$ cat src/rtl/seg_scan_display_pkg.sv
// Shared 7-segment codes and value types for the scanned address/data display.
// Segment codes are active-low {dp,g,f,e,d,c,b,a} with the dp bit held off.
package seg_scan_display_pkg;

    localparam logic [7:0] SEG_0     = 8'hC0;
    localparam logic [7:0] SEG_1     = 8'hF9;
    localparam logic [7:0] SEG_2     = 8'hA4;
    localparam logic [7:0] SEG_3     = 8'hB0;
    localparam logic [7:0] SEG_4     = 8'h99;
    localparam logic [7:0] SEG_5     = 8'h92;
    localparam logic [7:0] SEG_6     = 8'h82;
    localparam logic [7:0] SEG_7     = 8'hF8;
    localparam logic [7:0] SEG_8     = 8'h80;
    localparam logic [7:0] SEG_9     = 8'h90;
    localparam logic [7:0] SEG_A     = 8'h88;
    localparam logic [7:0] SEG_B     = 8'h83;
    localparam logic [7:0] SEG_C     = 8'hC6;
    localparam logic [7:0] SEG_D     = 8'hA1;
    localparam logic [7:0] SEG_E     = 8'h86;
    localparam logic [7:0] SEG_F     = 8'h8E;
    localparam logic [7:0] SEG_BLANK = 8'hFF;
    localparam logic [5:0] DIG_OFF   = 6'h3F;

    typedef struct packed {
        logic [4:0] addr;
        logic [3:0] data;
    } disp_val_t;

    typedef struct packed {
        logic [1:0] tens;
        logic [3:0] ones;
    } dec_split_t;

    // Address range is only 0-31, so a compare ladder beats a real divider.
    function automatic dec_split_t dec_split(input logic [4:0] a);
        dec_split_t r;
        logic [4:0] off;
        if (a >= 5'd30) begin
            r.tens = 2'd3;
            off    = 5'd30;
        end else if (a >= 5'd20) begin
            r.tens = 2'd2;
            off    = 5'd20;
        end else if (a >= 5'd10) begin
            r.tens = 2'd1;
            off    = 5'd10;
        end else begin
            r.tens = 2'd0;
            off    = 5'd0;
        end
        r.ones = 4'(a - off);
        return r;
    endfunction

endpackage

$ cat src/rtl/seg7_hex_dec.sv
// Combinational 4-bit hex to active-low 7-segment decoder, output {g,f,e,d,c,b,a}.
module seg7_hex_dec
    import seg_scan_display_pkg::*;
(
    input  logic [3:0] hex,
    output logic [6:0] seg_n
);

    always_comb begin
        seg_n = SEG_BLANK[6:0];
        case (hex)
            4'h0:    seg_n = SEG_0[6:0];
            4'h1:    seg_n = SEG_1[6:0];
            4'h2:    seg_n = SEG_2[6:0];
            4'h3:    seg_n = SEG_3[6:0];
            4'h4:    seg_n = SEG_4[6:0];
            4'h5:    seg_n = SEG_5[6:0];
            4'h6:    seg_n = SEG_6[6:0];
            4'h7:    seg_n = SEG_7[6:0];
            4'h8:    seg_n = SEG_8[6:0];
            4'h9:    seg_n = SEG_9[6:0];
            4'hA:    seg_n = SEG_A[6:0];
            4'hB:    seg_n = SEG_B[6:0];
            4'hC:    seg_n = SEG_C[6:0];
            4'hD:    seg_n = SEG_D[6:0];
            4'hE:    seg_n = SEG_E[6:0];
            default: seg_n = SEG_F[6:0];
        endcase
    end

endmodule

$ cat src/rtl/seg_scan_display.sv
// Six-digit scanned display of ROM address (decimal) and data (hex), frame-synchronised
// so a new value only appears at a frame start; digit-0 DP flashes after each update.
module seg_scan_display
    import seg_scan_display_pkg::*;
#(
    parameter int unsigned SCAN_CNT_MAX  = 49_999,
    parameter int unsigned FLASH_CNT_MAX = 12_499_999
) (
    input  logic       sclk,
    input  logic       nrst,
    input  logic [4:0] addr,
    input  logic [3:0] data,
    input  logic       upd,
    output logic [5:0] sel_n,
    output logic [7:0] seg_n
);

    localparam int SCAN_W  = (SCAN_CNT_MAX  > 0) ? $clog2(SCAN_CNT_MAX + 1)  : 1;
    localparam int FLASH_W = (FLASH_CNT_MAX > 0) ? $clog2(FLASH_CNT_MAX + 1) : 1;

    logic [SCAN_W-1:0]  scan_cnt;
    logic [2:0]         dig_idx;
    disp_val_t          pend;
    disp_val_t          shadow;
    logic               pend_vld;
    logic [FLASH_W-1:0] flash_cnt;
    logic               flash_act;

    logic       tick;
    logic       frame_end;
    logic       load;
    dec_split_t dec;
    logic [3:0] hex_in;
    logic [6:0] hex_seg_n;
    logic       lit;
    logic       dp_n;
    logic [5:0] sel_nxt;
    logic [7:0] seg_nxt;

    assign tick      = (scan_cnt == SCAN_W'(SCAN_CNT_MAX));
    assign frame_end = tick && (dig_idx == 3'd5);
    assign load      = frame_end && pend_vld;
    assign dec       = dec_split(shadow.addr);

    seg7_hex_dec u_hex_dec (
        .hex   (hex_in),
        .seg_n (hex_seg_n)
    );

    always_comb begin
        hex_in = shadow.data;
        lit    = 1'b0;
        case (dig_idx)
            3'd5: begin
                hex_in = {2'b00, dec.tens};
                lit    = (shadow.addr >= 5'd10);
            end
            3'd4: begin
                hex_in = dec.ones;
                lit    = 1'b1;
            end
            3'd0: begin
                hex_in = shadow.data;
                lit    = 1'b1;
            end
            default: lit = 1'b0;
        endcase
        dp_n    = !((dig_idx == 3'd0) && flash_act);
        sel_nxt = lit ? ~(6'd1 << dig_idx) : DIG_OFF;
        seg_nxt = lit ? {dp_n, hex_seg_n} : SEG_BLANK;
    end

    always_ff @(posedge sclk or negedge nrst) begin
        if (!nrst) begin
            scan_cnt  <= '0;
            dig_idx   <= 3'd0;
            pend      <= '0;
            pend_vld  <= 1'b0;
            shadow    <= '0;
            flash_cnt <= '0;
            flash_act <= 1'b0;
            sel_n     <= DIG_OFF;
            seg_n     <= SEG_BLANK;
        end else begin
            scan_cnt <= tick ? '0 : scan_cnt + 1'b1;
            if (tick) begin
                dig_idx <= (dig_idx == 3'd5) ? 3'd0 : dig_idx + 3'd1;
            end

            // A same-cycle upd lands in pend while the older pend moves to shadow.
            if (upd) begin
                pend     <= '{addr: addr, data: data};
                pend_vld <= 1'b1;
            end else if (load) begin
                pend_vld <= 1'b0;
            end
            if (load) begin
                shadow <= pend;
            end

            if (load) begin
                flash_act <= 1'b1;
                flash_cnt <= FLASH_W'(FLASH_CNT_MAX);
            end else if (flash_act) begin
                if (flash_cnt == '0) begin
                    flash_act <= 1'b0;
                end else begin
                    flash_cnt <= flash_cnt - 1'b1;
                end
            end

            sel_n <= sel_nxt;
            seg_n <= seg_nxt;
        end
    end

endmodule
$ cat config.mk
export PLATFORM = sky130hd
export DESIGN_NAME = seg_scan_display
export DESIGN_NICKNAME = d
export VERILOG_FILES = /design/src/rtl/seg_scan_display_pkg.sv /design/src/rtl/seg7_hex_dec.sv /design/src/rtl/seg_scan_display.sv
export SDC_FILE = /design/constraint.sdc
export NUM_CORES = 1
export LEC_CHECK = 0
export BUFFER_PORTS_ARGS = -buffer_cell sky130_fd_sc_hd__buf_2
export CORE_ASPECT_RATIO = 1.4
export CORE_MARGIN = 8
export CORE_UTILIZATION = 39
export DETAILED_ROUTE_END_ITERATION = 8
export PLACE_DENSITY = 0.59
export SLEW_MARGIN = 30
export SYNTH_ARGS = -nofsm -noshare
export SYNTH_HDL_FRONTEND = slang
export SYNTH_SLANG_ARGS = --single-unit
$ cat constraint.sdc
create_clock -name sclk -period 4 [get_ports sclk]
set_input_delay 0.6 -clock sclk [delete_from_list [all_inputs] [get_ports sclk]]
set_output_delay 0.6 -clock sclk [all_outputs]
set_load 0.1 [all_outputs]
==> reports/qor.yml, run 1 <==
status:
  outcome: "finished, final reports clean"
power_and_ir_drop:
  combPwrFrac_pct: 2.6
  p_clk_share_pct: 46.7
  swShare_pct: 22.2
  p_seq_share_pct: 50.6
  leakagePower_nw: 2.07
  power.internal_mw: 1.22
  power.density_nw_per_um2: 369
  peakVddDrop_v: 0.000206
  power.switching_uw: 348
detailed_routing:
  drt_pass1_iterations: 4
  routedWlPerCell_um: 13.9
  vias_per_cell: 5.13
  vias: 2610
  drc_errors: 0
  first_iter_violations: 114
  routed_wirelength_um: 7060
  ant_nets: 0
yosys:
  ys_seq_area_share_pct: 52.0
  async_flop_share_pct: 100
  synth_cell_types: 51
  postSynthAreaPerCell_um2: 10.3
  yosysTopAreaCellShare_pct: 42.2
  ys_warn_count: 0
  syn_inst: 364
  synth_edf_count: 0
  synth_top_area_cell: "dfrtp_1"
  synth_area_um2: 3740
  synth_flop_cell: "dfrtp_1"
  synthTopCellsByArea: "dfrtp_1 42%, dfstp_2 9.8%, nand2_1 5.7%, xnor2_1 5.2%, mux2_2 3.6%"
  ys_ff_latch: 77
worst_hold_path:
  hold_class: "primary input to asynchronous set/reset pin"
die:
  die_w_um: 98.7
  die_area_um2: 13000
  dieHeight_um: 132
  ios: 26
  start_util_pct: 39.7
  core-area_um2: 9410
  row_count: 42
timing:
  layout_min_cycle_time_ns: 3.01
  drv_slew: 0
  finalHoldViolCount: 0
  fin_crit_sh_pct: 75.3
  rsz0062_at_grt: "no"
  fin_skew_ns: 0.00719
  fin_setup_tns_ns: 0
  fmax_mhz: 332
  setup_slack_ns: 0.988
  finalSetupViolCount: 0
  timing.slew.headroom_pct: 47.5
  worstMarginPinSlew_ns: 0.787
cells_and_area:
  nFillCells: 874
  n_antenna_cell: 0
  layout.nets: 417
  drive_gt1_share_pct: 19.0
  area_growth_pct: 14.0
clock_network:
  clkSlewWorstSetupHoldPaths_ns: 0.06
  clock_sinks: 77
  cts-root-buf: "clkbuf_16"
  ctsResizeCount: 0
  holdBufCountCts: 0
  clk_latency_ns: 0.33
  htreeDepth: 3
  cts_buffer_depth: 2
  post-cts-setup-buffer-count: 0
  numCtsBuffers: 9
  cts_tree: "done"
global_routing:
  grt_pass1_vias: 2783
  grt_start_max_net_pins: 78
  grt_pass1_wl_um: 12800
  grt_overflow: 0
  grtUsageTotal_pct: 11.9
  antenna_found_initial: 0
job:
  drv_cap: 0
critical_path:
  end_kind: "flop"
  crit_required_ns: 4.23
  endpoint: "seg_n[3]"
  cp_max_fo: 6
  reg2reg_slack_ns: 0.99
  r2r-start: "shadow[8]"
  r2r_cells: 12
  critPathKind: "flop to flop"
  cp-startpoint: "shadow[8]"
  timing.rr.end: "seg_n[3]"
  cp.arrival_ns: 3.25
  startpoint_type: "flop"
placement:
  pre_cts_ws_ns: 1.02
  gp_congestion: 0.822
  portBuffers: 25
  hpwl_um: 4930
-- cell families (layout without fill, tap and decap cells) --
| kind of cell | Yosys count | count (layout) | share of synthesized area, % |
|---|---|---|---|
| buf+inv | 21 | 55 | 2.11 |
| other cells | 1 | 2 | 0.100 |
| compound gates | 36 | 36 | 6.73 |
| fa+ha+maj | 12 | 12 | 4.15 |
| flops | 77 | 77 | 52.0 |
| xor+xnor | 34 | 34 | 7.97 |
| mux | 17 | 17 | 4.95 |
| simple gates | 166 | 166 | 22.0 |
-- synth_stat cells (2+ instances only) --
cell,instances
mux2_2,12
or4_1,3
nand2b_1,5
clkbuf_1,9
nand2_1,57
o211ai_1,2
nor4b_1,2
or2_2,2
o21ai_0,13
dfrtp_1,63
or3_1,7
inv_1,12
xor2_1,12
nor2b_1,2
a21o_1,2
nor3_1,10
dfstp_2,14
nand4_1,3
nor2_1,32
a221o_1,2
nand3_1,15
nor4_1,11
o221ai_1,2
and3_1,8
a21oi_1,4
ha_1,10
mux2i_1,5
xnor2_1,22
-- worst min-delay path by stage --
stage / startpoint / endpoint / cells after the start
5_1_grt: nrst / shadow[7] / 1
6_report: nrst / pend[8] / 1
2_1_floorplan: nrst / dig_idx[0] / 0
3_3_place_gp: pend[1] / shadow[1] / 2
4_1_cts: nrst / pend[7] / 1
3_5_place_dp: pend[7] / shadow[7] / 2
-- layout make-up --
cell class | instances | area [um^2] | share of cell area (%)
clock inverters | 6 | 40.0 | 0.940
repair buffers | 27 | 146 | 3.44
clock buffers | 10 | 229 | 5.37
well taps | 110 | 138 | 3.23
flip-flops and latches | 77 | 1940 | 45.6
multi-input cells | 267 | 1720 | 40.3
inverters | 12 | 45.0 | 1.06
-- routing by layer --
metal	GRT usage, %	share of wire, %	vias to the layer above
li1	-	-	1318
met2	20.8	50	26
met3	2.70	3.4	13
met5	0	0	-
met1	12.8	44	1253
met4	6.86	2.5	0
-- cell usage in the layout (no fill, tap or decap), types with 2 or more instances in the layout --
master | synthesis | final
o211ai_1 | 2 | 2
o221ai_1 | 2 | 2
mux2i_1 | 5 | 5
dfstp_2 | 14 | 14
nand2b_1 | 5 | 5
nor3_1 | 10 | 10
clkinv_4 | 0 | 2
nand2_1 | 57 | 57
clkbuf_16 | 0 | 9
nor4b_1 | 2 | 2
inv_1 | 12 | 12
ha_1 | 10 | 10
nor2_1 | 32 | 32
conb_1 | 1 | 2
a21o_1 | 2 | 2
or2_2 | 2 | 2
and3_1 | 8 | 8
dfrtp_1 | 63 | 63
nand4_1 | 3 | 3
buf_2 | 0 | 24
buf_4 | 0 | 2
nor2b_1 | 2 | 2
nand3_1 | 15 | 15
mux2_2 | 12 | 12
a21oi_1 | 4 | 4
nor4_1 | 11 | 11
o21ai_0 | 13 | 13
a221o_1 | 2 | 2
xnor2_1 | 22 | 22
or3_1 | 7 | 7
or4_1 | 3 | 3
xor2_1 | 12 | 12
clkinv_2 | 0 | 3
-- through the flow --
step	power, mW	cell area, um^2	std cells	utilization, %	hold WS (ns)
final	1.57	4260	509	45.3	0.279
after global routing	1.62	4260	509	45.3	0.355
after CTS	1.59	4260	509	45.3	0.458
after detailed placement	0.852	3990	493	42.4	0.457
after global placement	0.850	3990	493	42.4	0.455
after floorplan	0.827	3740	365	-	0.304
-- registers in the layout (all words and copies together), names as in the netlist --
| name | count |
|---|---|
| dig_idx | 3 |
| scan_cnt | 16 |
| sel_n | 6 |
| seg_n | 8 |
| flash_cnt | 24 |
| pend | 9 |
| flash_act | 1 |
| pend_vld | 1 |
| shadow | 9 |
-- power by group through the flow --
stage	clock network, mW	registers [mW]	logic [mW]
2_1_floorplan	0	0.816	0.0113
3_3_place_gp	0	0.808	0.0420
3_5_place_dp	0	0.809	0.0431
4_1_cts	0.753	0.795	0.0431
5_1_grt	0.777	0.796	0.0466
6_report	0.734	0.795	0.0414
-- worst max-delay path, stage by stage, from the launching register on --
cell,delay [ns]
dfrtp_1,0.38
inv_1,0.11
maj3_1,0.36
a22o_1,0.20
ha_1,0.27
nor2_1,0.08
a21oi_1,0.04
o21ai_0,0.58
inv_1,0.18
ha_1,0.30
and3_1,0.16
o2bb2ai_1,0.15
a21oi_1,0.09
No activity file was read; power rests on OpenSTA's default activity.
==> run 2: changes to the inputs <==
--- a/config.mk
+++ b/config.mk
@@ -5,12 +5,13 @@
 export SDC_FILE = /design/constraint.sdc
 export NUM_CORES = 1
 export LEC_CHECK = 0
+export ABC_AREA = 1
 export BUFFER_PORTS_ARGS = -buffer_cell sky130_fd_sc_hd__buf_2
 export CORE_ASPECT_RATIO = 1.4
 export CORE_MARGIN = 8
 export CORE_UTILIZATION = 39
 export DETAILED_ROUTE_END_ITERATION = 8
-export PLACE_DENSITY = 0.59
+export PLACE_DENSITY = 0.6
 export SLEW_MARGIN = 30
 export SYNTH_ARGS = -nofsm -noshare
 export SYNTH_HDL_FRONTEND = slang
==> constraint.sdc (replaced) <==
create_clock -name sclk -period 2.6 [get_ports sclk]
set_input_delay 0.39 -clock sclk [delete_from_list [all_inputs] [get_ports sclk]]
set_output_delay 0.39 -clock sclk [all_outputs]
set_load 0.1 [all_outputs]
==> reports/qor.yml, run 2 <==
die:
  die_area_um2: 14500
  start_util_pct: 39.5
  ios: 26
  dieHeight_um: 140
  row_count: 45
  die_w_um: 104
  core-area_um2: 10800
critical_path:
  r2r-start: "shadow[6]"
  cp_max_fo: 7
  timing.rr.end: "seg_n[4]"
  cp.arrival_ns: 2.63
  startpoint_type: "flop"
  crit_required_ns: 2.84
  cp-startpoint: "shadow[6]"
  end_kind: "flop"
  endpoint: "seg_n[4]"
  reg2reg_slack_ns: 0.21
  r2r_cells: 13
  critPathKind: "flop to flop"
power_and_ir_drop:
  power.internal_mw: 1.98
  combPwrFrac_pct: 2.5
  power.switching_uw: 575
  leakagePower_nw: 2.53
  swShare_pct: 22.6
  p_clk_share_pct: 49.7
  peakVddDrop_v: 0.000280
  p_seq_share_pct: 47.7
  power.density_nw_per_um2: 531
detailed_routing:
  vias: 3479
  routed_wirelength_um: 9070
  drc_errors: 0
  ant_nets: 0
  drt_pass1_iterations: 4
  routedWlPerCell_um: 12.7
  first_iter_violations: 177
  vias_per_cell: 4.86
timing:
  hold_slack_ns: 0.0591
  worstMarginPinSlew_ns: 0.704
  finalHoldViolCount: 0
  finalSetupViolCount: 0
  layout_min_cycle_time_ns: 2.39
  fin_skew_ns: 0.00662
  timing.slew.headroom_pct: 53.1
  fin_crit_sh_pct: 92.0
  drv_slew: 0
  fmax_mhz: 418
  setup_slack_ns: 0.208
yosys:
  synth_top_area_cell: "dfrtp_1"
  async_flop_share_pct: 100
  postSynthAreaPerCell_um2: 7.86
  synth-simple-area-share_pct: 32.3
  yosysTopAreaCellShare_pct: 37.1
  synth_flop_cell: "dfrtp_1"
  ys_warn_count: 0
  synth_compound_area_share_pct: 6.45
  synthXorXnorAreaFrac_pct: 4.33
  synthAdderAreaFrac_pct: 3.41
  ys_ff_latch: 77
  ys_seq_area_share_pct: 45.7
  synthTopCellsByArea: "dfrtp_1 37%, nand2_1 13%, dfstp_2 8.7%, nor2_1 5.7%, inv_1 5.2%"
  yosysMostFrequentCell: "nand2_1"
  synth_edf_count: 0
  syn_inst: 541
  yosys-top-cells-count: "151 x nand2_1, 65 x nor2_1, 63 x dfrtp_1, 59 x inv_1, 41 x nand3_1"
  synth_top_family_by_area: "simple AND/OR/NAND/NOR gates"
  muxShareOfSynthArea_pct: 0
  synth_area_um2: 4250
  synth_cell_types: 37
global_routing:
  grt_overflow: 0
  grt_start_max_net_pins: 78
  antenna_found_initial: 0
  grtUsageTotal_pct: 13.3
  grt_pass1_vias: 3534
  grt_pass1_wl_um: 15900
placement:
  pre_cts_ws_ns: 0.194
  hpwl_um: 6590
  portBuffers: 25
  gp_congestion: 0.914
  post-place-cells: 700
cells_and_area:
  final_common_cell: "nand2_1"
  area_growth_pct: 13.0
  n_antenna_cell: 0
  fin_cells: 716
  reg.largest.list: "flash_cnt (24), scan_cnt (16)"
  layout.nets: 593
  mostFrequentLayoutCells: "151 x nand2_1, 64 x nor2_1, 62 x dfrtp_1, 59 x inv_1, 41 x nand3_1"
  drive_gt1_share_pct: 14.1
  nFillCells: 1092
  largest_reg_flops: 24
  top_register: "flash_cnt"
status:
  outcome: "finished, final reports clean"
clock_network:
  numCtsBuffers: 9
  clock_sinks: 77
  cts_buffer_depth: 2
  post-cts-setup-buffer-count: 0
  clkSlewWorstSetupHoldPaths_ns: 0.06
  clk_latency_ns: 0.34
  cts-root-buf: "clkbuf_16"
  htreeDepth: 3
  holdBufCountCts: 0
  cts_tree: "done"
  ctsResizeCount: 0
worst_hold_path:
  hold_class: "primary input to asynchronous set/reset pin"
job:
  drv_cap: 0
-- run 2: cell count changes after synthesis, sizes merged, moves of 6 or more --
| cell | change |
|---|---|
| nor2 | +37 |
| nand2 | +102 |
| nor4 | -8 |
| inv | +50 |
| xnor2 | -11 |
| a21oi | +10 |
| clkbuf | -6 |
| nand4 | +13 |
| o21ai | +21 |
| buf | +6 |
| or3 | -8 |
| nand3 | +30 |
| mux2 | -12 |
| and3 | -8 |
-- run 2: stage by stage --
step           cell area [um^2]  setup TNS (ns)  util [%]  power, mW
6_report                   4800               0      44.7       2.55
5_1_grt                    4800       -0.000363      44.7       2.64
4_1_cts                    4790               0      44.5       2.59
3_5_place_dp               4490               0      41.7       1.31
3_3_place_gp               4490               0      41.7       1.30
2_1_floorplan              4250               0         -       1.27
-- run 2: power groups by stage --
stage	Clock (mW)	Combinational [mW]	Sequential, mW
5_1_grt	1.35	0.0767	1.22
3_5_place_dp	0	0.0676	1.24
3_3_place_gp	0	0.0658	1.24
6_report	1.27	0.0650	1.22
2_1_floorplan	0	0.0164	1.25
4_1_cts	1.30	0.0679	1.22
-- run 2: worst max-delay path, cell delays in order, from the launching register on --
cell and delay, ns:
dfrtp_1 0.41, nand2_1 0.08, nand2_1 0.14, inv_1 0.06, nand2_1 0.11, nand2_1 0.10, ha_1 0.21, fa_1 0.42
xnor2_2 0.19, nand3_1 0.14, nand3_2 0.15, nand2_2 0.11, nand2_1 0.08, nand3_1 0.08
-- run 2: routing by layer --
metal | routed length, um | vias up | GRT usage [%]
li1 | - | 1774 | -
met1 | 4010 | 1623 | 14.9
met2 | 4500 | 62 | 22.3
met3 | 283 | 20 | 2.36
met4 | 278 | 0 | 9.10
met5 | 0 | - | 0
-- run 2: worst min-delay path by stage --
stage	startpoint	end	slack [ns]	depth (start not counted)
2_1_floorplan	nrst	dig_idx[0]	0.09	0
3_3_place_gp	scan_cnt[0]	scan_cnt[0]	0.44	1
3_5_place_dp	scan_cnt[0]	scan_cnt[0]	0.46	1
4_1_cts	nrst	pend[5]	0.25	1
5_1_grt	nrst	pend[5]	0.15	1
6_report	nrst	pend[5]	0.06	1
-- run 2: cells by family after synthesis --
family,Yosys count
flops,77
xor+xnor,21
fa+ha+maj,11
buf+inv,74
other cells,1
simple gates,304
compound gates,53
-- run 2: area by class of cell --
class	instances	area (um^2)	share of cell area [%]
flip-flops and latches	77	1950	40.5
clock buffers	9	225	4.69
well taps	141	176	3.67
inverters	65	251	5.24
repair buffers	26	139	2.89
clock inverters	7	73.8	1.54
multi-input cells	391	1990	41.5
